===== src/rtl/cpu_irq_dispatch.sv =====
// cpu_irq_dispatch: trap-entry/return sequencer; drains the pipe, redirects fetch
// to the handler, and jumps back to the CSR-held exception PC on MRET.
module cpu_irq_dispatch #(
  parameter logic [31:0] RESET_PC = 32'h0000_0000
) (
  input  logic        i_clock,
  input  logic        i_reset_n,
  input  logic        i_irq_pending,
  input  logic [31:0] i_irq_pc,
  output logic        o_irq_dispatched,
  output logic [31:0] o_irq_epc,
  input  logic [31:0] i_epc,
  input  logic        i_commit_valid,
  input  logic [31:0] i_commit_next_pc,
  input  logic        i_pipe_empty,
  input  logic        i_mret,
  output logic        o_stall_fetch,
  output logic        o_flush,
  output logic        o_jump,
  output logic [31:0] o_jump_pc,
  output logic        o_in_handler
);
  typedef enum logic [2:0] {IDLE, DRAIN, DISPATCH, HANDLER, RETURN} state_e;
  state_e      state_q, state_d;
  logic [31:0] epc_q;
  // resume PC tracks every commit, so a same-edge commit lands before dispatch
  always_ff @(posedge i_clock or negedge i_reset_n)
    if (!i_reset_n) begin
      state_q <= IDLE;
      epc_q   <= RESET_PC;
    end else begin
      state_q <= state_d;
      if (i_commit_valid) epc_q <= i_commit_next_pc;
    end
  always_comb begin
    state_d = state_q;
    case (state_q)
      IDLE:     state_d = i_irq_pending ? DRAIN : IDLE;
      DRAIN:    state_d = !i_irq_pending ? IDLE : (i_pipe_empty ? DISPATCH : DRAIN);
      DISPATCH: state_d = HANDLER;
      HANDLER:  state_d = i_mret ? RETURN : HANDLER;
      RETURN:   state_d = IDLE;
      default:  state_d = IDLE;
    endcase
  end
  assign o_irq_dispatched = state_q == DISPATCH;
  assign o_irq_epc        = state_q == DISPATCH ? epc_q : 32'h0;
  assign o_stall_fetch    = state_q == DRAIN || state_q == DISPATCH || state_q == RETURN;
  assign o_flush          = state_q == DISPATCH || state_q == RETURN;
  assign o_jump           = o_flush;
  assign o_jump_pc        = state_q == DISPATCH ? i_irq_pc : (state_q == RETURN ? i_epc : 32'h0);
  assign o_in_handler     = state_q == HANDLER || state_q == RETURN;
endmodule


===== config.mk =====
export PLATFORM = sky130hd
export DESIGN_NAME = cpu_irq_dispatch
export DESIGN_NICKNAME = d
export VERILOG_FILES = /design/src/rtl/cpu_irq_dispatch.sv
export SDC_FILE = /design/constraint.sdc
export NUM_CORES = 1
export LEC_CHECK = 0
export CAP_MARGIN = 20
export CORE_MARGIN = 3
export CORE_UTILIZATION = 31
export DETAILED_ROUTE_END_ITERATION = 10
export PLACE_DENSITY = 0.83
export RECOVER_POWER = 50
export SLEW_MARGIN = 20
export SYNTH_ARGS = -nofsm -noshare
export SYNTH_HDL_FRONTEND = slang
export SYNTH_SLANG_ARGS = --single-unit

===== constraint.sdc =====
create_clock -name i_clock -period 1.4 [get_ports i_clock]
set_clock_uncertainty 0.15 [all_clocks]
set_input_delay 0.28 -clock i_clock [delete_from_list [all_inputs] [get_ports i_clock]]
set_output_delay 0.28 -clock i_clock [all_outputs]
set_load 0.005 [all_outputs]

After elaboration in Yosys (flattened, before gate mapping)
Cells that the tools add are included.

storage, ports and cells
  register bits = 35

cells by class
  reduce and logical (&&, ||, !) cells = 5
  equal/unequal tests = 4
  multiplexer cells = 8

operators by type and width
  kind                                            number
  2-to-1 mux 32 bit                               3
  case mux 3 bit (4 select lines)                 1
  == test 3 x 2 -> 1 bit (second input constant)  2
  logical OR 1 bit                                4
  2-to-1 mux 2 bit                                2
  == test 3 x 1 -> 1 bit (second input constant)  1
  == test 3 bit (second input constant)           1
  logical NOT 3 bit                               1
  2-to-1 mux 3 bit                                1
  2-to-1 mux 1 bit                                1

Depth between registers and ports, before layout
  word-level depth = 3
  depth in mapped cells = 5
  depth with buffers taken out = 3

Least setup slack after synthesis
No wires, ideal clock.

  path type = flip-flop to output port
  from = reg state_q[1]
  to = out o_jump_pc[10]
  arrival time = 1.073 ns
  path slack = -0.103 ns
  stages on the path, launching flop included = 6
  path buffers = 2
  data required time = 0.970 ns
  cell sequence = dfrtp_1 nor2b_2 buf_6 buf_8 a22oi_2 nor2_2

on the way
  word-level cells in the longest chain between the ends = 3
  elaborated cells between the ends (all ways) = 4
  those cells by class = eq/ne: 2; mux: 2

RTL lines
  element                 line  text
  from (decl)             24    state_e state_q, state_d;
  from (signal assigned)  32    state_q <= state_d;
  == test 3 bit           51    assign o_jump_pc = state_q == DISPATCH ? i_irq_pc : (state_q == RETURN ? i_epc : 32'h0);
  2-to-1 mux 32 bit       51
  2-to-1 mux 32 bit (*)   51
  to (decl)               20    output logic [31:0] o_jump_pc,

Mark *: on every way between the ends. The rest lies on a longest branch, timed or not.

Worst setup path in the final report
  from = reg state_q[2]
  to = out o_jump_pc[12]

The elaborated chain is that of the path after synthesis.

==> impl_metrics.env <==
export IMPL_status="finished with violations"
export IMPL_violations="setup timing"
export IMPL_yosysWarnings=0
export IMPL_coreArea_mm2=0.00694
export IMPL_ys_ff_latch=35
export IMPL_hold_class="input pin to async pin"
export IMPL_worst_pin_slew_ns=0.519
export IMPL_drtIter0Drc=23
export IMPL_tns_ns=-37.90
export IMPL_cts_htree_levels=2
export IMPL_ys_flop_type="dfrtp_1"
export IMPL_firstDrtPassIters=3
export IMPL_grt_pass1_vias=2649
export IMPL_initial_utilization_pct=32.8
export IMPL_power_density_mw_per_mm2=1390
export IMPL_rsz0062_at_grt="yes"
export IMPL_start_kind="flip-flop"
export IMPL_die_y_um=91.7
export IMPL_fmax_ghz=0.481
export IMPL_port_buffers=170
export IMPL_synth_nets=304
export IMPL_fin_crit_ns=2.08
export IMPL_die_w_um=91.7
export IMPL_synth_top_cell_area_share_pct=38.5
export IMPL_cts_hold_buf=0
export IMPL_antenna_found_initial=0
export IMPL_synthesis_area_mm2=0.00228
export IMPL_antenna_cells=0
export IMPL_dpl_cell_count=468
export IMPL_clock_sinks=35
export IMPL_relSlewSlack_pct=65.4
export IMPL_critPathRequiredTime_ns=0.97
export IMPL_clock_root_buffer="clkbuf_8"
export IMPL_synth_cells=202
export IMPL_worstPathCellList="buf_6, nor2b_4, buf_6, buf_12, buf_6, a22oi_2, nor2_2, buf_2"
export IMPL_r2r_cells=7
export IMPL_drive_gt1_share_pct=65.7
export IMPL_insertion_delay_ns=0.29
export IMPL_path_buf_inv=5
export IMPL_cp_max_fo=8
export IMPL_r2r_start="state_q[1]"
export IMPL_die_area_mm2=0.00841
export IMPL_antenna_left=0
export IMPL_cpPeakStageDelay_ns=0.41
export IMPL_synth_most_common_cell="dfrtp_1"
export IMPL_grt_max_degree=27
export IMPL_rr_endpoint="state_q[1]"
export IMPL_cp_common_cell="buf_6"
export IMPL_synth_area_leaders="dfrtp_1 38%, a22oi_2 16%, mux2_2 15%"
export IMPL_crit_family="buffers and inverters"
export IMPL_crit_slowest_cell="dfrtp_2"
export IMPL_async_flop_share_pct=100
export IMPL_gp_congestion=0.719
export IMPL_final_cell_count_no_fill=516
export IMPL_wl_per_cell_um=17.4
export IMPL_synth_edff_count=0
export IMPL_path_clk_slew_ns=0.07
export IMPL_leakagePower_uw=0.00208
export IMPL_synth_area_leader_cell="dfrtp_1"
export IMPL_fill_cells=497
export IMPL_grt_overflow_total=0
export IMPL_synth_seq_area_share_pct=38.5
export IMPL_startpoint="state_q[2]"
export IMPL_r2r_setup_slack_ns=-0.09
export IMPL_maxCapViolCount=0
export IMPL_end_kind="output port"
export IMPL_vias_per_cell=4.73
export IMPL_layout_nets=521
export IMPL_hold_viol_final=0
export IMPL_grt_pass1_wl_um=13800
export IMPL_yosysUniqueCellTypes=23
export IMPL_timing_final_crit_share_pct=149
export IMPL_postSynthAreaPerCell_um2=11.3
export IMPL_io_pins=171
export IMPL_drc=0
export IMPL_numCtsBuffers=5
export IMPL_p_total_uw=6670
export IMPL_drv_slew=0
export IMPL_worstPathArrival_ns=1.65
export IMPL_rows=30
export IMPL_fin_ws_ns=-0.680
export IMPL_grt_usage_pct=20.6
export IMPL_clock_path_buffers=2
export IMPL_synthTopCellsByCount="35 x dfrtp_1, 32 x and2_1, 30 x mux2_2, 30 x nor2_2, 29 x a22oi_2"
export IMPL_setup_viol=71
export IMPL_num_vias=2442
export IMPL_holdWs_ns=0.339
export IMPL_worstSetupPathType="flip-flop to output port"
export IMPL_ir_drop_v=0.000841
export IMPL_cts_tree="yes"
export IMPL_wl_um=8960
export IMPL_hpwl_um=6000
export IMPL_syn_to_final_growth_pct=111
export IMPL_preCtsSetupSlack_ns=-0.640
[report_power, final]
group	internal, uW	switching (uW)	leakage [uW]
registers	1140	116	0.000409
logic	2830	1830	0.00162
clock network	397	357	0.0000482
total	4370	2300	0.00208
[layout make-up]
type	instances	area, um2	area share [%]
Sequential cell	35	880	18.3
Timing Repair Buffer	230	2300	47.9
Tap cell	96	120	2.49
Clock buffer	7	86.3	1.79
Clock inverter	1	5.00	0.104
Multi-Input combinational cell	147	1420	29.5
[per-layer routing]
metal | up-vias | global-route usage (%) | share of wire [%]
met5 | - | 0 | 0
met2 | 129 | 38.7 | 53
met4 | 0 | 5.45 | 1.2
li1 | 1136 | - | -
met1 | 1165 | 21.0 | 36
met3 | 12 | 8.37 | 11
[how the worst max path moves through the flow]
| stage | end | cells past startpoint |
|---|---|---|
| 2_1_floorplan | o_jump_pc[10] | 5 |
| 3_3_place_gp | o_irq_epc[11] | 5 |
| 3_5_place_dp | o_jump_pc[0] | 5 |
| 4_1_cts | o_irq_epc[14] | 8 |
| 5_1_grt | o_jump_pc[12] | 8 |
| 6_report | o_jump_pc[12] | 8 |
[metrics by stage]
step           utilization [%]  instance area, um2
2_1_floorplan                -                2370
3_5_place_dp              61.0                4240
4_1_cts                   68.2                4730
3_3_place_gp              61.0                4240
6_report                  69.3                4810
5_1_grt                   69.3                4810
[placed cells by master (no fill, tap or decap)]
cell / n
mux2_2: 30
clkbuf_2: 2
buf_16: 3
buf_12: 7
dlygate4sd3_1: 1
buf_2: 36
nand2_1: 2
nand3_2: 1
a22oi_2: 31
clkinv_2: 1
clkbuf_1: 1
clkdlybuf4s50_1: 100
nor2_2: 29
nor2b_4: 3
nor2_4: 1
o22ai_1: 1
xnor2_2: 1
buf_8: 6
nand2_4: 1
mux2_1: 2
clkbuf_16: 1
nand2_2: 2
a21oi_4: 1
dfrtp_1: 32
buf_4: 18
clkbuf_8: 6
buf_6: 56
nor2_1: 4
a21oi_2: 2
a22oi_1: 1
nand2b_4: 2
dfrtp_2: 3
and2_4: 32
o21ai_2: 1
[state kept, by name (all words and copies together) (netlist names)]
signal	cells
epc_q	32
state_q	3
[kinds of logic (layout without fill, tap and decap cells)]
kind of cell | Yosys count | after routing | synth area share [%]
compound gates | 37 | 37 | 18.1
xor+xnor | 1 | 1 | 0.385
buf+inv | 20 | 238 | 7.03
flops | 35 | 35 | 38.5
mux | 32 | 32 | 15.8
simple gates | 77 | 77 | 20.2
[what timing repair did]
item,4_1_cts,5_1_grt
gates cloned,6,1
endpoints found under the setup margin,69,71
setup buffers,26,18
pin swaps,24,31
resized for setup,339,49
(Power assumes the default switching activity.)
